File: src/rtl/load_store_unit.sv
// Load/store unit between the datapath and a word-addressed, async-read data memory.
// Define LSU_RANGE_CHECK_EN to reject word indices >= DEPTH; otherwise indices wrap modulo DEPTH.
module load_store_unit #(
  parameter int XW    = 32,
  parameter int DW    = 32,
  parameter int DEPTH = 128
) (
  input  logic          clk,
  input  logic          rst_n,
  input  logic          req_valid,
  output logic          req_ready,
  input  logic          req_write,
  input  logic [1:0]    req_size,
  input  logic          req_unsigned,
  input  logic [XW-1:0] req_addr,
  input  logic [DW-1:0] req_wdata,
  output logic          resp_valid,
  output logic [DW-1:0] resp_rdata,
  output logic          resp_err,
  output logic [XW-1:0] mem_addr,
  output logic          mem_we,
  output logic [DW-1:0] mem_wdata,
  input  logic [DW-1:0] mem_rdata
);

  localparam int AW = (DEPTH > 1) ? $clog2(DEPTH) : 1;
  localparam int IW = XW - 2;

  localparam logic [1:0] SZ_BYTE = 2'b00;
  localparam logic [1:0] SZ_HALF = 2'b01;
  localparam logic [1:0] SZ_WORD = 2'b10;

  typedef enum logic [2:0] {S_IDLE, S_RD, S_WR, S_RESP, S_ERR} state_e;

  // Replace the addressed byte/half lane of old_w with the low bits of new_d.
  function automatic logic [31:0] merge_lane(input logic [31:0] old_w, input logic [31:0] new_d,
                                             input logic [1:0] size, input logic [1:0] lane);
    logic [31:0] w;
    w = old_w;
    case (size)
      SZ_BYTE: w[{lane, 3'b000} +: 8]       = new_d[7:0];
      SZ_HALF: w[{lane[1], 4'b0000} +: 16] = new_d[15:0];
      default: w = new_d;
    endcase
    return w;
  endfunction

  function automatic logic [31:0] extend_lane(input logic [31:0] word, input logic [1:0] size,
                                              input logic [1:0] lane, input logic uns);
    logic [7:0]  b;
    logic [15:0] h;
    logic [31:0] r;
    b = word[{lane, 3'b000} +: 8];
    h = word[{lane[1], 4'b0000} +: 16];
    case (size)
      SZ_BYTE: r = uns ? {24'b0, b} : {{24{b[7]}}, b};
      SZ_HALF: r = uns ? {16'b0, h} : {{16{h[15]}}, h};
      default: r = word;
    endcase
    return r;
  endfunction

  logic [IW-1:0] req_idx;
  logic          out_of_range;
  logic          req_bad;

  assign req_idx = req_addr[XW-1:2];

`ifdef LSU_RANGE_CHECK_EN
  assign out_of_range = (req_idx >= IW'(DEPTH));
`else
  // High index bits are dropped so the access wraps modulo DEPTH.
  logic unused_idx_hi;
  assign unused_idx_hi = ^req_idx[IW-1:AW];
  assign out_of_range  = 1'b0;
`endif

  assign req_bad = (req_size == 2'b11) ||
                   ((req_size == SZ_HALF) && req_addr[0]) ||
                   ((req_size == SZ_WORD) && (req_addr[1:0] != 2'b00)) ||
                   out_of_range;

  state_e        state_q, state_d;
  logic          is_write_q, is_write_d;
  logic [1:0]    size_q, size_d;
  logic          uns_q, uns_d;
  logic [1:0]    lane_q, lane_d;
  logic [DW-1:0] wdata_q, wdata_d;
  logic [XW-1:0] mem_addr_q, mem_addr_d;
  logic          mem_we_q, mem_we_d;
  logic [DW-1:0] mem_wdata_q, mem_wdata_d;
  logic          resp_valid_q, resp_valid_d;
  logic          resp_err_q, resp_err_d;
  logic [DW-1:0] resp_rdata_q, resp_rdata_d;

  // All outputs are registered and computed for the state being entered, so
  // mem_we/resp_valid are glitch-free and mem_addr/mem_wdata stay put after a write.
  always_comb begin
    // NOTE: every variable gets a default before the case so no path can infer a latch.
    state_d      = state_q;
    is_write_d   = is_write_q;
    size_d       = size_q;
    uns_d        = uns_q;
    lane_d       = lane_q;
    wdata_d      = wdata_q;
    mem_addr_d   = mem_addr_q;
    mem_wdata_d  = mem_wdata_q;
    mem_we_d     = 1'b0;
    resp_valid_d = 1'b0;
    resp_err_d   = 1'b0;
    resp_rdata_d = '0;

    case (state_q)
      S_IDLE: begin
        if (req_valid) begin
          is_write_d = req_write;
          size_d     = req_size;
          uns_d      = req_unsigned;
          lane_d     = req_addr[1:0];
          wdata_d    = req_wdata;
          if (req_bad) begin
            state_d      = S_ERR;
            resp_valid_d = 1'b1;
            resp_err_d   = 1'b1;
          end else begin
            mem_addr_d = XW'(req_idx[AW-1:0]);
            if (req_write && (req_size == SZ_WORD)) begin
              state_d     = S_WR;
              mem_we_d    = 1'b1;
              mem_wdata_d = req_wdata;
            end else begin
              state_d = S_RD;
            end
          end
        end
      end
      S_RD: begin
        if (is_write_q) begin
          state_d     = S_WR;
          mem_we_d    = 1'b1;
          mem_wdata_d = merge_lane(mem_rdata, wdata_q, size_q, lane_q);
        end else begin
          state_d      = S_RESP;
          resp_valid_d = 1'b1;
          resp_rdata_d = extend_lane(mem_rdata, size_q, lane_q, uns_q);
        end
      end
      S_WR: begin
        state_d      = S_RESP;
        resp_valid_d = 1'b1;
      end
      S_RESP, S_ERR: state_d = S_IDLE;
      default:       state_d = S_IDLE;
    endcase
  end

  // NOTE: sequential state uses non-blocking assignments so every flop samples pre-edge values.
  always_ff @(posedge clk or negedge rst_n) begin
    if (!rst_n) begin
      state_q      <= S_IDLE;
      is_write_q   <= 1'b0;
      size_q       <= 2'b00;
      uns_q        <= 1'b0;
      lane_q       <= 2'b00;
      wdata_q      <= '0;
      mem_addr_q   <= '0;
      mem_we_q     <= 1'b0;
      mem_wdata_q  <= '0;
      resp_valid_q <= 1'b0;
      resp_err_q   <= 1'b0;
      resp_rdata_q <= '0;
    end else begin
      state_q      <= state_d;
      is_write_q   <= is_write_d;
      size_q       <= size_d;
      uns_q        <= uns_d;
      lane_q       <= lane_d;
      wdata_q      <= wdata_d;
      mem_addr_q   <= mem_addr_d;
      mem_we_q     <= mem_we_d;
      mem_wdata_q  <= mem_wdata_d;
      resp_valid_q <= resp_valid_d;
      resp_err_q   <= resp_err_d;
      resp_rdata_q <= resp_rdata_d;
    end
  end

  assign req_ready  = (state_q == S_IDLE);
  assign resp_valid = resp_valid_q;
  assign resp_err   = resp_err_q;
  assign resp_rdata = resp_rdata_q;
  assign mem_addr   = mem_addr_q;
  assign mem_we     = mem_we_q;
  assign mem_wdata  = mem_wdata_q;

endmodule

File: config.mk
export PLATFORM = sky130hd
export DESIGN_NAME = load_store_unit
export DESIGN_NICKNAME = d
export VERILOG_FILES = /design/src/rtl/load_store_unit.sv
export SDC_FILE = /design/constraint.sdc
export NUM_CORES = 1
export LEC_CHECK = 0
export CORE_MARGIN = 2
export CORE_UTILIZATION = 47
export DETAILED_ROUTE_END_ITERATION = 16
export PLACE_DENSITY_LB_ADDON = 0.12
export SETUP_SLACK_MARGIN = 0.4
export SLEW_MARGIN = 25
export SYNTH_ARGS = -nofsm -noshare
export SYNTH_HDL_FRONTEND = slang
export SYNTH_SLANG_ARGS = --single-unit
File: constraint.sdc
create_clock -name clk -period 3.83 [get_ports clk]
set_clock_uncertainty 0.15 [all_clocks]
set_input_delay 1.149 -clock clk [delete_from_list [all_inputs] [get_ports clk]]
set_output_delay 1.149 -clock clk [all_outputs]
set_load 0.1 [all_outputs]
==> Flow_metrics.wiki <==
{| class="wikitable"
! Metric !! Value
|-
| Post-synthesis cell type count || 58
|-
| Initial antenna violation count || 0
|-
| Main flop type after synthesis || sky130_fd_sc_hd__dfrtp_1
|-
| Post-route cell area || 0.00824 sq mm
|-
| Critical path endpoint || mem_wdata[17]$_DFFE_PN0P_
|-
| Sum of negative setup slack || 0 ns
|-
| TritonCTS Buffers || 17
|-
| Number of storage elements in the synthesis netlist || ~120
|-
| Share of post-route cells with drive strength above 1 || 20.6%
|-
| Number of hold violations in the final report || 0
|-
| Number of core rows || 42
|-
| # setup viols final || 0
|-
| Ratio of routed vias to standard cells || 5.78
|-
| Drt first pass iters || 5
|-
| Combined global-route utilization of all metal layers || 27.3%
|-
| Clock input transition at the sequential cells of the worst setup and hold paths || around 0.050 ns
|-
| Via total after detailed routing || 5,678
|-
| Worst EP required || 3.99 ns
|-
| CTS tree || built
|-
| Most common library cell in the layout ignoring fill and taps || sky130_fd_sc_hd__nand2_1
|-
| Worst reg2reg setup slack || 0.82 ns
|-
| Diodes inserted || 0
|-
| Shortest clock period the worst path allows after layout || 3.10 ns
|-
| Final-layout fill cell count || roughly 1,100
|-
| Buffer type at the clock tree root || sky130_fd_sc_hd__clkbuf_16
|-
| Setup Crit Path Kind || in2reg
|-
| Portion of the clock cycle consumed by the worst path in the final layout || 81.0%
|-
| Fmax || 322 MHz
|-
| Type of element capturing the critical path || register
|-
| Total number of nets in the final design || 901
|-
| Final Routed Wirelength || 18,900 um
|-
| Final max-slew violation count || 0
|-
| Post-DR wirelength/cell || around 19 um
|-
| Initial standard-cell utilization of the core || 47.5%
|-
| I/O pin cnt || 203
|-
| Wire length of the first global-routing pass || 29,600 um
|-
| Remaining antenna violation count || 0
|-
| Number of sinks handled by clock tree synthesis || approximately 120
|-
| Gr ovfl total || 0
|-
| Critical path arrival || 3.26 ns
|-
| Clock insertion delay at the later pin of the skew report || 0.42 ns
|-
| Clock Path Buffers || 2
|-
| Syn-to-layout area delta || 32.4%
|-
| IO Port Bufs || 154
|-
| Ys async rst share || 100%
|-
| Cells after Synth || 658
|-
| Crit Reg-Reg Startpoint || state_q[1]$_DFFE_PN0P_
|-
| Hold-fix buffers at CTS || 0
|-
| Number of gates resized after cts || 0
|-
| Class of the tightest hold or removal check || reg2reg
|-
| Average size of a mapped cell || 9.45 sq um
|-
| Core Area || 0.0131 sq mm
|-
| Worst max-slew margin expressed relative to the limit || 31.3%
|-
| Outcome || finished clean
|-
| Worst reg2reg path endpoint || resp_rdata[6]$_DFF_PN0_
|-
| Die width || 119 um
|-
| Commonest cells after routing, fill and taps aside || sky130_fd_sc_hd__nand2_1 (168), sky130_fd_sc_hd__dfrtp_1 (114), sky130_fd_sc_hd__buf_4 (84)
|-
| Max-cap violations || 0
|-
| Global placement routability congestion || around 0.96
|-
| Synthesis Warnings || 0
|-
| Post-synthesis instance area || 0.00622 sq mm
|-
| Path depth of the worst reg2reg path || 4
|-
| Die Area || around 0.014 sq mm
|-
| Highest fanout seen on the critical path || 19
|-
| Die boundary height || 119 um
|-
| Largest net degree at the start of global routing || between 60 and 70
|-
| Critical path launch point || req_valid
|-
| Sequential fraction of the synthesis area || 46.3%
|-
| # Post-CTS Setup Buffers || 0
|-
| Number of global-route vias before repair || 5,475
|-
| DRC errors left || 0
|-
| Setup repair after global routing missed its margin || false
|-
| Deepest level of the CTS H-tree || 4
|-
| Slew of the pin with the lowest slew margin || 1.02 ns
|-
| Dpl hpwl || 13,300 um
|-
| Instance area at placement || 0.00756 sq mm
|-
| Starting DRT DRC Count || 467
|-
| Count of flip-flops with a built-in enable after synthesis || 0
|-
| Kind of start point of the critical path || input port
|}
[metrics by stage]
stage	std cells	setup slack, ns	hold slack (ns)	util (%)
after global routing	982	0.696	0.348	62.9
after detailed placement	950	0.306	0.315	57.8
after floorplan	682	0.822	0.291	-
after CTS	982	0.752	0.330	62.9
final	982	0.727	0.327	62.9
after global placement	950	0.336	0.314	57.8
[layer usage]
layer  global-route usage [%]  routed length (um)  up-vias  part of all wire (%)
li1                         -                   -     2575                     -
met1                     38.2                8260     2764                    44
met2                     41.0                8440      296                    45
met3                     6.80                1710       43                   9.0
met4                     10.8                 524        0                   2.8
met5                        0                   0        -                     0
[cell type report]
cell class	instances	area, sq um	share of cell area [%]
sequential	115	2880	35.0
tap	176	220	2.67
inverter	14	57.6	0.699
timing repair buffer	163	1430	17.4
multi-input combinational	482	2980	36.1
clock inverter	9	173	2.10
clock buffer	23	498	6.05
[worst max-delay path, stage by stage]
cell,delay [ns]
sky130_fd_sc_hd__clkdlybuf4s50_1,0.50
sky130_fd_sc_hd__or4b_4,0.47
sky130_fd_sc_hd__o31a_1,0.55
sky130_fd_sc_hd__buf_4,0.32
sky130_fd_sc_hd__a22o_1,0.25
[logic make-up (layout without fill, tap and decap cells)]
| group | Yosys count | in the layout | share of synthesized area [%] |
|---|---|---|---|
| and+or+nand+nor | 242 | 242 | 17.3 |
| AOI/OAI and AO/OA | 175 | 175 | 20.3 |
| DFF | 115 | 115 | 46.3 |
| buffers and inverters | 85 | 209 | 7.63 |
| muxes | 35 | 35 | 7.42 |
| adders and majority gates | 5 | 5 | 1.01 |
| other | 1 | 25 | 0.0603 |
[registers in the layout (all words and copies together), names as in the netlist]
signal,cells
mem_wdata,32
size_q,2
resp_valid,1
lane_q,2
state_q,3
mem_addr,7
is_write_q,1
uns_q,1
resp_rdata,32
mem_we,1
resp_err,1
wdata_q,32
[worst min-delay path by stage]
stage / from / to / depth (start not counted)
6_report: mem_wdata[14]$_DFFE_PN0P_ / mem_wdata[14]$_DFFE_PN0P_ / 2
5_1_grt: wdata_q[16]$_DFFE_PN0P_ / wdata_q[16]$_DFFE_PN0P_ / 2
4_1_cts: wdata_q[16]$_DFFE_PN0P_ / wdata_q[16]$_DFFE_PN0P_ / 2
3_5_place_dp: wdata_q[29]$_DFFE_PN0P_ / wdata_q[29]$_DFFE_PN0P_ / 2
3_3_place_gp: wdata_q[16]$_DFFE_PN0P_ / wdata_q[16]$_DFFE_PN0P_ / 2
2_1_floorplan: wdata_q[16]$_DFFE_PN0P_ / wdata_q[16]$_DFFE_PN0P_ / 2
[Yosys cell counts (4+ instances only)]
cell type                   count  area [sq um]
sky130_fd_sc_hd__mux4_2         8           180
sky130_fd_sc_hd__nor3_1         7          35.0
sky130_fd_sc_hd__nor2b_1        7          43.8
sky130_fd_sc_hd__o21a_1         7          52.6
sky130_fd_sc_hd__o22ai_1        7          43.8
sky130_fd_sc_hd__a21oi_1        9          45.0
sky130_fd_sc_hd__buf_4         25           188
sky130_fd_sc_hd__dfrtp_1      115          2880
sky130_fd_sc_hd__a221oi_1      10          87.6
sky130_fd_sc_hd__nand2b_1       4          25.0
sky130_fd_sc_hd__o221a_2        7          78.8
sky130_fd_sc_hd__nand2_1      168           631
sky130_fd_sc_hd__o2111ai_1      7          61.3
sky130_fd_sc_hd__buf_6          6          67.6
sky130_fd_sc_hd__ha_1           5          62.6
sky130_fd_sc_hd__a211oi_1      17           128
sky130_fd_sc_hd__mux2i_1       18           180
sky130_fd_sc_hd__a221o_1        8          80.1
sky130_fd_sc_hd__o21ai_2       18           158
sky130_fd_sc_hd__o21ai_0       27           135
sky130_fd_sc_hd__buf_2          9          45.0
sky130_fd_sc_hd__nand4_1       11          68.8
sky130_fd_sc_hd__clkbuf_1      26          97.6
sky130_fd_sc_hd__a22o_1         8          70.1
sky130_fd_sc_hd__o21ai_1       31           155
sky130_fd_sc_hd__mux2_2         9           101
sky130_fd_sc_hd__buf_1          5          18.8
sky130_fd_sc_hd__nor2_1        24          90.1
sky130_fd_sc_hd__inv_1         12          45.0
Power is left out: the tool's default activity adds up to more than one toggle a clock period on the data nets, which glitch-free logic cannot reach.
